`config.mk`:
```
export PLATFORM = sky130hd
export DESIGN_NAME = fixed_adder_bcast
export DESIGN_NICKNAME = d
export VERILOG_FILES = /design/src/rtl/fixed_adder_bcast.sv
export SDC_FILE = /design/constraint.sdc
export NUM_CORES = 1
export LEC_CHECK = 0
export ABC_AREA = 1
export BUFFER_PORTS_ARGS = -buffer_cell sky130_fd_sc_hd__buf_2
export CAP_MARGIN = 20
export CORE_MARGIN = 2
export CORE_UTILIZATION = 45
export DETAILED_ROUTE_END_ITERATION = 8
export PLACE_DENSITY = 0.64
export SLEW_MARGIN = 25
export SYNTH_ARGS = -nofsm -noshare
export SYNTH_HDL_FRONTEND = slang
export SYNTH_SLANG_ARGS = --single-unit
```
`constraint.sdc`:
```
create_clock -name clk -period 10.05 [get_ports clk]
set_clock_uncertainty 0.15 [all_clocks]
set_input_delay 0.5025 -clock clk [delete_from_list [all_inputs] [get_ports clk]]
set_output_delay 0.5025 -clock clk [all_outputs]
set_load 0.03 [all_outputs]
```
`src/rtl/fixed_adder_bcast.sv`:
```
// Two-stage signed fixed-point add/subtract with operand-1 broadcast.
// Stage 1 aligns and adds at full precision; stage 2 casts to the output format.
module fixed_adder_bcast #(
    parameter int DATA_IN_0_PRECISION_0  = 16,
    parameter int DATA_IN_0_PRECISION_1  = 3,
    parameter int DATA_IN_1_PRECISION_0  = 16,
    parameter int DATA_IN_1_PRECISION_1  = 3,
    parameter int DATA_OUT_0_PRECISION_0 = 16,
    parameter int DATA_OUT_0_PRECISION_1 = 3,
    parameter int PARALLELISM            = 4,
    parameter int BCAST_BEATS            = 1,
    parameter int SATURATE               = 1
) (
    input  logic                              clk,
    input  logic                              rst,
    input  logic [DATA_IN_0_PRECISION_0-1:0]  data_in_0 [PARALLELISM],
    input  logic                              data_in_0_valid,
    output logic                              data_in_0_ready,
    input  logic                              mode_sub,
    input  logic [DATA_IN_1_PRECISION_0-1:0]  data_in_1 [PARALLELISM],
    input  logic                              data_in_1_valid,
    output logic                              data_in_1_ready,
    output logic [DATA_OUT_0_PRECISION_0-1:0] data_out_0 [PARALLELISM],
    output logic                              data_out_0_valid,
    input  logic                              data_out_0_ready
);

    localparam int P0       = DATA_IN_0_PRECISION_0;
    localparam int F0       = DATA_IN_0_PRECISION_1;
    localparam int P1       = DATA_IN_1_PRECISION_0;
    localparam int F1       = DATA_IN_1_PRECISION_1;
    localparam int WO       = DATA_OUT_0_PRECISION_0;
    localparam int FO       = DATA_OUT_0_PRECISION_1;
    localparam int FRAC_MAX = (F0 > F1) ? F0 : F1;
    localparam int INT0     = P0 - F0;
    localparam int INT1     = P1 - F1;
    localparam int INT_MAX  = (INT0 > INT1) ? INT0 : INT1;
    localparam int W        = INT_MAX + FRAC_MAX + 1;
    localparam int SH0      = FRAC_MAX - F0;
    localparam int SH1      = FRAC_MAX - F1;
    localparam int PAD      = (FO > FRAC_MAX) ? FO - FRAC_MAX : 0;
    localparam int TRUNC    = (FRAC_MAX > FO) ? FRAC_MAX - FO : 0;
    localparam int WA       = W + PAD;
    localparam int WX       = (WA > WO) ? WA : WO;
    localparam int CW       = (BCAST_BEATS > 1) ? $clog2(BCAST_BEATS) : 1;

    localparam logic [CW-1:0]        LAST  = CW'(BCAST_BEATS - 1);
    localparam logic signed [WX-1:0] MAX_V = {{(WX-WO+1){1'b0}}, {(WO-1){1'b1}}};
    localparam logic signed [WX-1:0] MIN_V = {{(WX-WO+1){1'b1}}, {(WO-1){1'b0}}};

    // Handshakes: a beat transfers on a rising clk edge where valid && ready;
    // a source holds valid/data until then, and no ready here looks at its own valid.
    logic                 b_v;
    logic [P1-1:0]        b_reg [PARALLELISM];
    logic [CW-1:0]        cnt;
    logic                 s1_v;
    logic signed [W-1:0]  s1_sum [PARALLELISM];

    logic                 in0_fire;
    logic                 in1_fire;
    logic                 last_fire;
    logic                 s1_en;
    logic                 s2_en;

    logic [W-1:0]         a_ext   [PARALLELISM];
    logic [W-1:0]         b_ext   [PARALLELISM];
    logic signed [W-1:0]  sum_c   [PARALLELISM];
    logic signed [WX-1:0] ext_c   [PARALLELISM];
    logic signed [WX-1:0] aligned [PARALLELISM];
    logic [WO-1:0]        cast_c  [PARALLELISM];

    assign s2_en           = !data_out_0_valid || data_out_0_ready;
    assign s1_en           = !s1_v || s2_en;
    assign data_in_0_ready = s1_en && b_v;
    assign in0_fire        = data_in_0_valid && data_in_0_ready;
    assign last_fire       = in0_fire && (cnt == LAST);
    assign data_in_1_ready = !b_v || last_fire;
    assign in1_fire        = data_in_1_valid && data_in_1_ready;

    // Both operands are brought to FRAC_MAX fraction bits; W keeps one spare
    // integer bit so the add/subtract can never overflow.
    always_comb begin
        for (int i = 0; i < PARALLELISM; i++) begin
            a_ext[i] = '0;
            b_ext[i] = '0;
            sum_c[i] = '0;
            a_ext[i] = {{(W-P0){data_in_0[i][P0-1]}}, data_in_0[i]} << SH0;
            b_ext[i] = {{(W-P1){b_reg[i][P1-1]}}, b_reg[i]} << SH1;
            if (mode_sub) begin
                sum_c[i] = a_ext[i] - b_ext[i];
            end else begin
                sum_c[i] = a_ext[i] + b_ext[i];
            end
        end
    end

    // Output cast: floor on dropped fraction bits, then clamp or wrap.
    always_comb begin
        for (int i = 0; i < PARALLELISM; i++) begin
            ext_c[i]   = '0;
            aligned[i] = '0;
            cast_c[i]  = '0;
            ext_c[i]   = WX'(s1_sum[i]);
            aligned[i] = ext_c[i] <<< PAD;
            aligned[i] = aligned[i] >>> TRUNC;
            if ((SATURATE != 0) && (aligned[i] > MAX_V)) begin
                cast_c[i] = MAX_V[WO-1:0];
            end else if ((SATURATE != 0) && (aligned[i] < MIN_V)) begin
                cast_c[i] = MIN_V[WO-1:0];
            end else begin
                cast_c[i] = aligned[i][WO-1:0];
            end
        end
    end

    always_ff @(posedge clk) begin
        if (rst) begin
            b_v              <= 1'b0;
            cnt              <= '0;
            s1_v             <= 1'b0;
            data_out_0_valid <= 1'b0;
            for (int i = 0; i < PARALLELISM; i++) begin
                b_reg[i]      <= '0;
                s1_sum[i]     <= '0;
                data_out_0[i] <= '0;
            end
        end else begin
            // A reload in the same cycle as the last reuse keeps b_v high.
            if (in1_fire) begin
                b_v <= 1'b1;
                for (int i = 0; i < PARALLELISM; i++) begin
                    b_reg[i] <= data_in_1[i];
                end
            end else if (last_fire) begin
                b_v <= 1'b0;
            end

            if (in0_fire) begin
                cnt <= (cnt == LAST) ? '0 : cnt + 1'b1;
            end

            if (s1_en) begin
                s1_v <= in0_fire;
                if (in0_fire) begin
                    for (int i = 0; i < PARALLELISM; i++) begin
                        s1_sum[i] <= sum_c[i];
                    end
                end
            end

            if (s2_en) begin
                data_out_0_valid <= s1_v;
                if (s1_v) begin
                    for (int i = 0; i < PARALLELISM; i++) begin
                        data_out_0[i] <= cast_c[i];
                    end
                end
            end
        end
    end

endmodule

```
# Word level (Yosys, flattened, before mapping)
# Memories as Yosys holds them, arrays and structs flattened.
# Cells that the tools add are included.
[op_classes]
n_reduce_logical = 12
magnitude_cmp = 8
addsub = 9
n_mux = 32
bitwise = 9
[ops]
columns = ["cell", "n"]
rows = [
  ["$mux 16", 12],
  ["$mux 17", 8],
  ["$add 16x16->17", 4],
  ["$gt 17x16->1 const B", 4],
  ["$lt 17x16->1 const B", 4],
  ["$sub 16x16->17", 4],
  ["$mux 1", 12],
  ["$or 1x1->1", 8],
  ["$logic_and 1x1->1", 4],
  ["$logic_not 1->1", 3],
  ["$logic_or 1x1->1", 3],
  ["$reduce_and 2->1", 1],
  ["$reduce_bool 2->1", 1],
  ["$add 1x1->1 const B", 1],
  ["$not 1->1", 1],
]
[word_totals]
wordCells = 80
ramBits = 132
n_memories = 2
output_inout_bits = 67
reg_bits = 68
[mem_list]
columns = ["name", "words", "width", "read_ports", "rd_clocked_by_memory_dff", "write_ports", "line_no", "rtl"]
rows = [
  ["s1_sum", 4, 17, 4, 0, 4, "57", "logic signed [W-1:0] s1_sum [PARALLELISM];"],
  ["b_reg", 4, 16, 4, 0, 4, "54", "logic [P1-1:0] b_reg [PARALLELISM];"],
]

# Longest topological paths before layout
[depth]
word_depth = 12
mapped_depth = 21
depth_no_buf = 21

# Worst setup path before layout
# OpenSTA, ideal clock, no wires.
[synth_timing]
path_kind = "input port to flip-flop"
start = "in data_out_0_ready"
end = "mem b_reg[0][0] in the netlist's numbering, enable pin"
t_arrival_ns = 5.581
path_stages = 10
setup_time_ns = 0.575
path_buffers = 0
path_slack_ns = 3.745
cell_sequence = "inv_1 nand2_2 nor2_1 inv_1 nand2_1 inv_2 nand2_2 inv_2 nor2_2 o21ai_0"
[synth_rtl]
columns = ["element", "line_no", "rtl"]
rows = [
  ["start, declared", "25", "input logic data_out_0_ready"],
  ["end, declared", "54", ""],
]

==> flow_summary.ini <==
[yosys]
yosysSeqAreaShare_pct = 41.9
syn_nets = 1914
synth_warnings = 0
synth_edf_count = 132
syn_inst = 1708
synth_area_um2 = 12700
synthArstFlopShare_pct = 0
synthFlopType = edfxtp_1
ys_ff_latch = 199
synth_cell_types = 36
synth_area_per_cell_um2 = 7.42

[grt]
grt_max_degree = 69
antenna_found_initial = 1
grt_overflow_total = 0
grt_first_pass_wirelength_um = 51200
grt_pass1_vias = 9863
groute.usage.overall_pct = 22.2

[worst_setup_path]
crit_fanout = 38
cp_top_family = buffers and inverters
crit_path_end_kind = flop
slowest_stage = buf_2
startpoint_type = input port
cp_slowest_stage_delay_ns = 0.49
critical_path_class = in -> reg
r2r_start = b_reg[2][0]
required_ns = 10.05
crit_start = mode_sub
crit_top_cell = nand2_1
crit_arrival_ns = 3.32
path_cells = buf_2 > inv_2 > o21ai_2 > nand2_1 > nor2_1 > nand2_1 > xor2_1 > inv_1 > ha_1 > inv_1 > nor3_1 > and2_1 > nand2_1 > nand3_1 > a21oi_1
cp_num_buf_inv = 4

[cts]
cts_buffer_depth = 2
htreeDepth = 4
cts_setup_buffers = 0
root_buffer = clkbuf_16
clock-sinks = 199
clkTransAtPathRegs_ns = 0.08
cts_hold_buf = 0
cts_buffers = 17
cts_tree = done
ctsResizeCount = 0
clock_latency_ns = 0.44

[hold_path]
min_path_type = in -> reg
min_from = rst

[drt]
ant_nets = 0
route.detailed.drc = 0
detail_route.first_pass.iterations = 7
finalWirelength_um = 32200
via_per_inst = 4.82
drt_iter0_drc = 919
post_drt_wl_per_cell_um = 14.1
vias = 10983

[final_layout]
final_cell_mix = nand2_1 (425), inv_1 (284), buf_2 (200)
largest_reg_flops = 68
areaGrowthSynthToFinish_pct = 15.0
final_common_cell = nand2_1
nNetsFinal = 2092
drive_gt1_share_pct = 14.5

[placement]
dpl.hpwl_um = 24800
io_buffer_count = 200
routabilityCongestion = 0.962

[floorplan]
dieArea_um2 = 29500
chipHeight_um = 172
die_w_um = 172
start_util_pct = 45.6
ios = 201
core-area_um2 = 27800
row_count = 61

[sta]
worstMarginPinSlew_ns = 0.890
period_minus_slack_ns = 3.32
hold_viol = 0
drv_slew = 0
rsz0062_at_grt = false
finalSetupViolCount = 0
period_share_pct = 33.0
finalSetupTns_ns = 0
slew_headroom_pct = 40.7
clock.fmax_mhz = 301

[pwr]
p_total_mw = 2.42
peakVddDrop_uv = 123
p_per_area_nw_per_um2 = 166
p_leak_nw = 7.46

[run_status]
status = completed

[run]
maxCapViolations = 0
## kinds of logic after synthesis
logic type,share of synthesized area [%]
adder cells (fa/ha/maj),7.35
XOR/XNOR,4.08
AO/OA/AOI/OAI,12.2
flip-flops,41.9
buffers and inverters,10.5
AND/OR/NAND/NOR,23.9
## cell usage after synthesis (5+ instances only)
cell	number	area, um2
dfxtp_1	67	1340
o21ai_0	109	546
clkbuf_1	20	75.1
inv_1	284	1070
a21oi_1	165	826
nand4_1	6	37.5
xor2_1	36	315
o21ai_2	5	43.8
inv_2	5	18.8
nand3_1	67	335
ha_1	68	851
o21bai_1	11	82.6
nand2_1	426	1600
xnor2_1	23	201
buf_6	7	78.8
nor2_1	192	721
nor3_1	16	80.1
edfxtp_1	132	3960
buf_2	16	80.1
and2_1	8	50.1
or2_2	18	113
## where the power goes
part	total, mW	internal [mW]	switching (mW)
clock network	0.719	0.341	0.378
registers	0.962	0.932	0.0302
logic	0.739	0.255	0.485
## worst paths after layout
kind,to,slack (ns),depth (start not counted)
max reg2reg,s1_sum[2][16],6.82,20
min,data_out_0_valid,0.15,2
min reg2reg,data_out_0_valid,0.33,2
max,s1_sum[1][15],6.73,15
## per-stage QoR
step	instance area [um2]	instances	hold WS, ns	setup WS, ns	utilization, %
finish	14600	2278	0.149	6.73	52.4
global route	14600	2278	0.149	6.30	52.4
detailed placement	13900	2245	0.317	6.29	50.2
floorplan	12700	1708	0.295	3.74	-
CTS	14600	2277	0.134	6.76	52.4
global placement	13900	2245	0.310	6.35	50.2
## area by class of cell
class                           count  area (um2)
Antenna cell                        1        2.50
Clock inverter                     14         183
Tap cell                          378         473
Timing Repair Buffer              205        1040
Clock buffer                       18         429
Multi-Input combinational cell   1174        6050
Sequential cell                   199        5310
Fill cell                        2801       13200
Inverter                          289        1080
## routing by layer
| layer | GRT usage (%) | share of wire [%] | up-vias |
|---|---|---|---|
| met2 | 28.6 | 37 | 332 |
| met4 | 5.48 | 1.4 | 0 |
| met1 | 37.7 | 56 | 4812 |
| met5 | 0 | 0 | - |
| li1 | - | - | 5813 |
| met3 | 2.69 | 6.1 | 26 |
Power figures use the tool's default switching activity.
